File: src/rtl/dsm_pkg.sv
// Shared constants, types and ratio helpers for the DSM modulus path.
package dsm_pkg;

   localparam int P         = 8;
   localparam int LOG2_P    = $clog2(P);
   localparam int N_WIDTH   = 9;
   localparam int M_WIDTH   = N_WIDTH - LOG2_P;
   localparam int S_WIDTH   = LOG2_P;
   localparam int PRE_WIDTH = LOG2_P + 1;

   typedef logic [N_WIDTH-1:0] ratio_t;
   typedef logic [M_WIDTH-1:0] m_cnt_t;
   typedef logic [S_WIDTH-1:0] s_cnt_t;

   typedef struct packed {
      m_cnt_t m;
      s_cnt_t s;
   } ratio_split_t;

   localparam ratio_t DEFAULT_N = N_WIDTH'(248);

   // N = M*P + S with P a power of two, so the split is a plain bit slice.
   function automatic ratio_split_t split_ratio(input ratio_t n);
      ratio_split_t r;
      r.m = n[N_WIDTH-1:LOG2_P];
      r.s = n[LOG2_P-1:0];
      return r;
   endfunction

   // A ratio is realisable only if at least one prescaler period exists and
   // the swallow count fits inside the program count.
   function automatic logic ratio_legal(input ratio_split_t r);
      return (r.m != '0) && (M_WIDTH'(r.s) <= r.m);
   endfunction

   localparam ratio_split_t DEFAULT_SPLIT = split_ratio(DEFAULT_N);

endpackage

File: src/rtl/pulse_swallow_divider_if.sv
// Ratio handshake and divider outputs between the DSM and the divider.
interface pulse_swallow_divider_if;
   import dsm_pkg::*;

   ratio_t ratio_in;
   logic   ratio_valid;
   logic   ratio_ready;
   logic   div_out;
   logic   cycle_end;
   logic   mc;
   logic   err_range;

   // DSM side: offers ratios, observes the divider.
   modport master (
      output ratio_in, ratio_valid,
      input  ratio_ready, div_out, cycle_end, mc, err_range
   );

   // Divider side.
   modport slave (
      input  ratio_in, ratio_valid,
      output ratio_ready, div_out, cycle_end, mc, err_range
   );

endinterface

File: src/rtl/dual_mod_prescaler.sv
// P/P+1 prescaler: counts 0..P when mc=1, 0..P-1 when mc=0, and flags the
// terminal count with a one-clk wrap pulse.
module dual_mod_prescaler
   import dsm_pkg::*;
(
   input  logic clk,
   input  logic rst,
   input  logic mc,
   output logic wrap
);

   logic [PRE_WIDTH-1:0] pre_cnt_q, pre_cnt_d;

   // Terminal-count detect and next count.
   always_comb begin
      // NOTE: every output of a combinational block is assigned on every path so no latch is inferred.
      wrap      = mc ? (pre_cnt_q == PRE_WIDTH'(P)) : (pre_cnt_q == PRE_WIDTH'(P - 1));
      pre_cnt_d = wrap ? '0 : pre_cnt_q + PRE_WIDTH'(1);
   end

   // Prescaler count register.
   always_ff @(posedge clk or posedge rst) begin
      // NOTE: non-blocking assignments keep all flops updating from pre-edge values.
      if (rst) pre_cnt_q <= '0;
      else     pre_cnt_q <= pre_cnt_d;
   end

endmodule

File: src/rtl/pulse_swallow_divider.sv
// Pulse-swallow divider: divides clk by the handshaked ratio N using a P/P+1
// prescaler with program (m_cnt) and swallow (s_cnt) counters. A new ratio
// is taken on the last clk of each period and governs the next one.
module pulse_swallow_divider
   import dsm_pkg::*;
(
   input  logic                     clk,
   input  logic                     rst,
   pulse_swallow_divider_if.slave   bus
);

   ratio_t       ratio_q, ratio_d;
   m_cnt_t       m_cnt_q, m_cnt_d;
   s_cnt_t       s_cnt_q, s_cnt_d;
   logic         div_out_q, div_out_d;
   logic         err_range_q, err_range_d;

   logic         mc;
   logic         wrap;
   logic         period_end;
   logic         accept;
   logic         in_legal;
   ratio_split_t in_split;
   ratio_split_t next_split;

   // Swallow phase lasts while swallow periods remain.
   assign mc = (s_cnt_q != '0);

   dual_mod_prescaler u_prescaler (
      .clk  (clk),
      .rst  (rst),
      .mc   (mc),
      .wrap (wrap)
   );

   // Period sequencing, ratio handshake and range check.
   always_comb begin
      in_split    = split_ratio(bus.ratio_in);
      in_legal    = ratio_legal(in_split);
      period_end  = wrap && (m_cnt_q == M_WIDTH'(1));
      accept      = period_end && bus.ratio_valid;
      ratio_d     = ratio_q;
      m_cnt_d     = m_cnt_q;
      s_cnt_d     = s_cnt_q;
      err_range_d = accept && !in_legal;
      if (accept && in_legal) ratio_d = bus.ratio_in;
      next_split  = split_ratio(ratio_d);
      if (period_end) begin
         // Reload on the same edge that ends the period: no idle clk.
         m_cnt_d = next_split.m;
         s_cnt_d = next_split.s;
      end else if (wrap) begin
         m_cnt_d = m_cnt_q - M_WIDTH'(1);
         if (s_cnt_q != '0) s_cnt_d = s_cnt_q - S_WIDTH'(1);
      end
      // Computed from next state so the registered output lines up with m_cnt.
      div_out_d = m_cnt_d > (next_split.m >> 1);
   end

   // State registers; reset loads the default ratio and aborts any period.
   always_ff @(posedge clk or posedge rst) begin
      if (rst) begin
         ratio_q     <= DEFAULT_N;
         m_cnt_q     <= DEFAULT_SPLIT.m;
         s_cnt_q     <= DEFAULT_SPLIT.s;
         div_out_q   <= 1'b0;
         err_range_q <= 1'b0;
      end else begin
         ratio_q     <= ratio_d;
         m_cnt_q     <= m_cnt_d;
         s_cnt_q     <= s_cnt_d;
         div_out_q   <= div_out_d;
         err_range_q <= err_range_d;
      end
   end

   // Output mapping.
   assign bus.ratio_ready = period_end;
   assign bus.cycle_end   = period_end;
   assign bus.mc          = mc;
   assign bus.div_out     = div_out_q;
   assign bus.err_range   = err_range_q;

endmodule
File: src/flat_wrapper.sv
// flat-port wrapper written by rule: the top's interface ports become plain ports
module pulse_swallow_divider_flat import dsm_pkg::*;
  (clk, rst, bus_ratio_in, bus_ratio_valid, bus_ratio_ready, bus_div_out, bus_cycle_end, bus_mc, bus_err_range);
  pulse_swallow_divider_if bus_i ();
  input  logic clk;
  input  logic rst;
  input wire logic [$bits(bus_i.ratio_in)-1:0] bus_ratio_in;
  input wire logic [$bits(bus_i.ratio_valid)-1:0] bus_ratio_valid;
  output wire logic [$bits(bus_i.ratio_ready)-1:0] bus_ratio_ready;
  output wire logic [$bits(bus_i.div_out)-1:0] bus_div_out;
  output wire logic [$bits(bus_i.cycle_end)-1:0] bus_cycle_end;
  output wire logic [$bits(bus_i.mc)-1:0] bus_mc;
  output wire logic [$bits(bus_i.err_range)-1:0] bus_err_range;
  assign bus_i.ratio_in = bus_ratio_in;
  assign bus_i.ratio_valid = bus_ratio_valid;
  assign bus_ratio_ready = bus_i.ratio_ready;
  assign bus_div_out = bus_i.div_out;
  assign bus_cycle_end = bus_i.cycle_end;
  assign bus_mc = bus_i.mc;
  assign bus_err_range = bus_i.err_range;
  pulse_swallow_divider u_core (.clk(clk), .rst(rst), .bus(bus_i));
endmodule
File: config.mk
export PLATFORM = sky130hd
export DESIGN_NAME = pulse_swallow_divider_flat
export DESIGN_NICKNAME = d
export VERILOG_FILES = /design/src/rtl/dsm_pkg.sv /design/src/rtl/pulse_swallow_divider_if.sv /design/src/rtl/dual_mod_prescaler.sv /design/src/rtl/pulse_swallow_divider.sv /design/src/flat_wrapper.sv
export SDC_FILE = /design/constraint.sdc
export NUM_CORES = 1
export LEC_CHECK = 0
export ABC_AREA = 1
export CAP_MARGIN = 10
export CORE_ASPECT_RATIO = 0.75
export CORE_MARGIN = 5
export CORE_UTILIZATION = 50
export DETAILED_ROUTE_END_ITERATION = 10
export PLACE_DENSITY = 0.83
export SYNTH_ARGS = -nofsm -noshare
export SYNTH_HDL_FRONTEND = slang
export SYNTH_SLANG_ARGS = --single-unit
File: constraint.sdc
create_clock -name clk -period 2.3 [get_ports clk]
set_input_delay 0.46 -clock clk [delete_from_list [all_inputs] [get_ports clk]]
set_output_delay 0.46 -clock clk [all_outputs]
set_load 0.02 [all_outputs]
==> out/summary.md <==
## CTS
• 0 — count of hold-fix buffers inserted at cts
• 2 — number of buffers on the longest clock path
• 1 — CTS HTree Levels
• 24 — count of clock tree sinks
• 0.09 ns — Clk pin slew, worst setup/hold paths
• 3 — total CTS buffers
• 0.27 ns — clock insertion delay at the later pin of the skew report
• clkbuf_8 — root buffer selected by CTS
• done — CTS tree

## Synth
• 8.43 µm² — mean cell area of the mapped netlist
• 206 — Net Count, Synth
• 0 — Post-synth EDFFs
• 24 — number of flip-flops and latches in the synthesized netlist
• 181 — post-synthesis cell count
• 30 — number of different library cells in the post-synthesis netlist
• 1530 µm² — cell area after technology mapping
• dfrtp_1 — Main synth FF type
• 40.2% — sequential area share after synthesis
• 0 — number of warnings reported in the yosys synthesis log
• 100% — Async S/R FF share, synth

## Worst setup path
• 5 — CP max FO
• register — Startpoint Class
• 2.68 ns — Arr. time, crit path
• u_core.m_cnt_q[0]$_DFF_PP1_ — Critical Path Source
• 2.46 ns — Required @ worst endpoint
• register to register — category of the critical setup timing path
• u_core.m_cnt_q[0]$_DFF_PP1_ — critical register-to-register path startpoint
• register — critical path capture point type

## Route
• 95 — violation count after the first detailed-route iteration
• 0 — total DRC errors in the routed layout
• 5.26 — average via count per standard cell
• 15.6 µm — drt wl/cell
• 4 — number of iterations in the first detailed-routing pass
• 0 — number of routed nets with antenna violations
• 4520 µm — total length of routed wires
• 1526 — via count

## Finish
• 56.0% — area delta synth->final
• 81.1% — Util after Layout
• 2380 µm² — Post-Layout Inst Area
• 48.0% — ratio of cells with drive above 1 in the final layout
• 49 x buf_4, 25 x nand2_1, 20 x inv_1 — most frequent cells in the layout
• 0 — n_diodes
• buf_4 — leading cell type in the layout, fill and taps excluded
• 278 — number of nets in the finished design

## Timing
• yes — unrepaired setup endpoints after global routing
• 110% — Final Cycle Share
• 0 — number of max-slew violations in the final report
• 0 — hold violation count in the final report
• 73.0% — tightest slew margin relative to the limit
• 396 MHz — fmax
• 2 — number of setup violations in the final report
• 0.00362 ns — largest clock skew in the final design
• 2.53 ns — time the final worst path needs with I/O delays and setup
• 0.402 ns — Tightest Pin Transition
• -0.228 ns — final critical-path setup slack

## Die
• 73.8 µm — Die W
• 4270 µm² — area enclosed by the die boundary
• 17 — number of core rows
• 52.0% — initial standard-cell utilization of the core
• 57.9 µm — height of the die
• 17 — Boundary Pins
• 2940 µm² — area of the core

## Run status
• complete, but fails checks — outcome
• setup timing — violated checks

## Global route
• 0 — GRT Residual Overflow
• 0 — antenna violations before repair
• 1562 — vias in the first global route
• 22.2% — GRT Resource Usage Total
• 25 — maximum number of pins on one net before global-route repair
• 7220 µm — wire length of the first global-routing pass

## Hold path
• u_core.ratio_q[2]$_DFF_PP0_ — Worst Min Path Start
• register to register — min-delay worst type

## Power
• 387 µV — peak ir drop on the vdd network
• 0.861 mW — overall power after layout
• 362 nW/µm² — cell area power density
• 1.20 nW — reported leakage power

## Placement
• 16 — count of buffers from port buffering
• 2730 µm — HPWL Detailed
• 0.830 — placer's final routability congestion estimate
• 2020 µm² — instance area after placement

## Run
• 0 — number of maximum-capacitance violations

-- flip-flops by register name, summed over array words and instances (netlist names) --
name and count:
u_core.ratio_q 9, u_core.m_cnt_q 6, u_core.u_prescaler.pre_cnt_q 4, u_core.s_cnt_q 3
u_core.bus.div_out 1, u_core.bus.err_range 1
-- cell type report --
type	instances	area, µm²
Clock buffer	4	55.1
Fill cell	189	554
Inverter	31	121
Multi-Input combinational cell	123	976
Sequential cell	24	613
Tap cell	38	47.5
Timing Repair Buffer	70	568
-- report_power, final --
part / switching, mW / internal (mW)
clock network: 0.135 / 0.153
logic: 0.0676 / 0.0669
registers: 0.00326 / 0.435
-- timing repair --
item,in CTS,in global routing
setup endpoints to repair,3,4
buffers inserted,15,5
gates cloned,1,0
gates resized for setup,44,19
pin swaps,17,13
-- cells by family after synthesis --
family	count (synthesis)	synth area share [%]
and+or+nand+nor	83	27.8
xor gates and xnor gates	4	2.30
buffers and inverters	35	9.51
DFF	24	40.2
AOI/OAI and AO/OA	22	9.59
adders and majority gates	13	10.7
-- synthesized netlist by cell type, types with 2 or more instances --
library cell  count  area [µm²]
nand2_4           3        33.8
dfstp_2          10         263
nor2_1           14        52.6
nor3_1            3        15.0
dfrtp_1          14         350
a21oi_1           4        20.0
a21boi_0          2        15.0
ha_1             13         163
xor2_1            3        26.3
inv_2             2        7.51
nand3_1          17        85.1
o21ai_2           6        52.6
buf_2             2        10.0
nand2_1          28         105
nand4_1           2        12.5
o21ai_0           7        35.0
nand3b_1          2        15.0
inv_1            28         105
nand2_2          10        62.6
-- critical path, cell delays in order, from the launching register on --
cell and delay, ns:
dfstp_2 0.57, ha_4 0.12, nand4_1 0.14, inv_2 0.12, nand2_4 0.07, nor2_8 0.17
nand2_8 0.10, nand2_4 0.09, nand3_4 0.07, nand3_4 0.07, inv_4 0.05, ha_4 0.23
inv_2 0.05, nor2_1 0.04, nor2_1 0.13, o21ai_1 0.08, a21oi_1 0.12, o21bai_1 0.12
nand3_1 0.08
-- metrics by stage --
step | worst slack, ns | hold slack, ns | instances | setup TNS, ns
2_1_floorplan | -0.192 | 0.437 | 181 | -0.192
3_3_place_gp | -0.636 | 0.456 | 270 | -0.701
3_5_place_dp | -0.761 | 0.465 | 270 | -0.936
4_1_cts | -0.246 | 0.486 | 290 | -0.368
5_1_grt | -0.430 | 0.521 | 290 | -0.568
6_report | -0.228 | 0.483 | 290 | -0.230
-- layer usage --
metal  global-route usage (%)  share of wire, %  wire length [µm]
met3                     4.68               5.3               238
met4                     7.49               3.3               150
met2                     41.4                52              2360
met1                     24.8                39              1770
met5                        0                 0                 0
-- worst paths after layout --
check                      depth (start not counted)                           end  slack (ns)
setup reg to reg                                  18  u_core.bus.div_out$_DFF_PP0_       -0.23
min in group asynchronous                          3   u_core.m_cnt_q[5]$_DFF_PP0_        0.53
max in group asynchronous                          3   u_core.ratio_q[3]$_DFF_PP1_        1.48
setup / recovery                                  18  u_core.bus.div_out$_DFF_PP0_       -0.23
hold reg to reg                                    2   u_core.ratio_q[2]$_DFF_PP0_        0.48
hold / removal                                     2   u_core.ratio_q[2]$_DFF_PP0_        0.48
No activity file was read; power rests on OpenSTA's default activity.
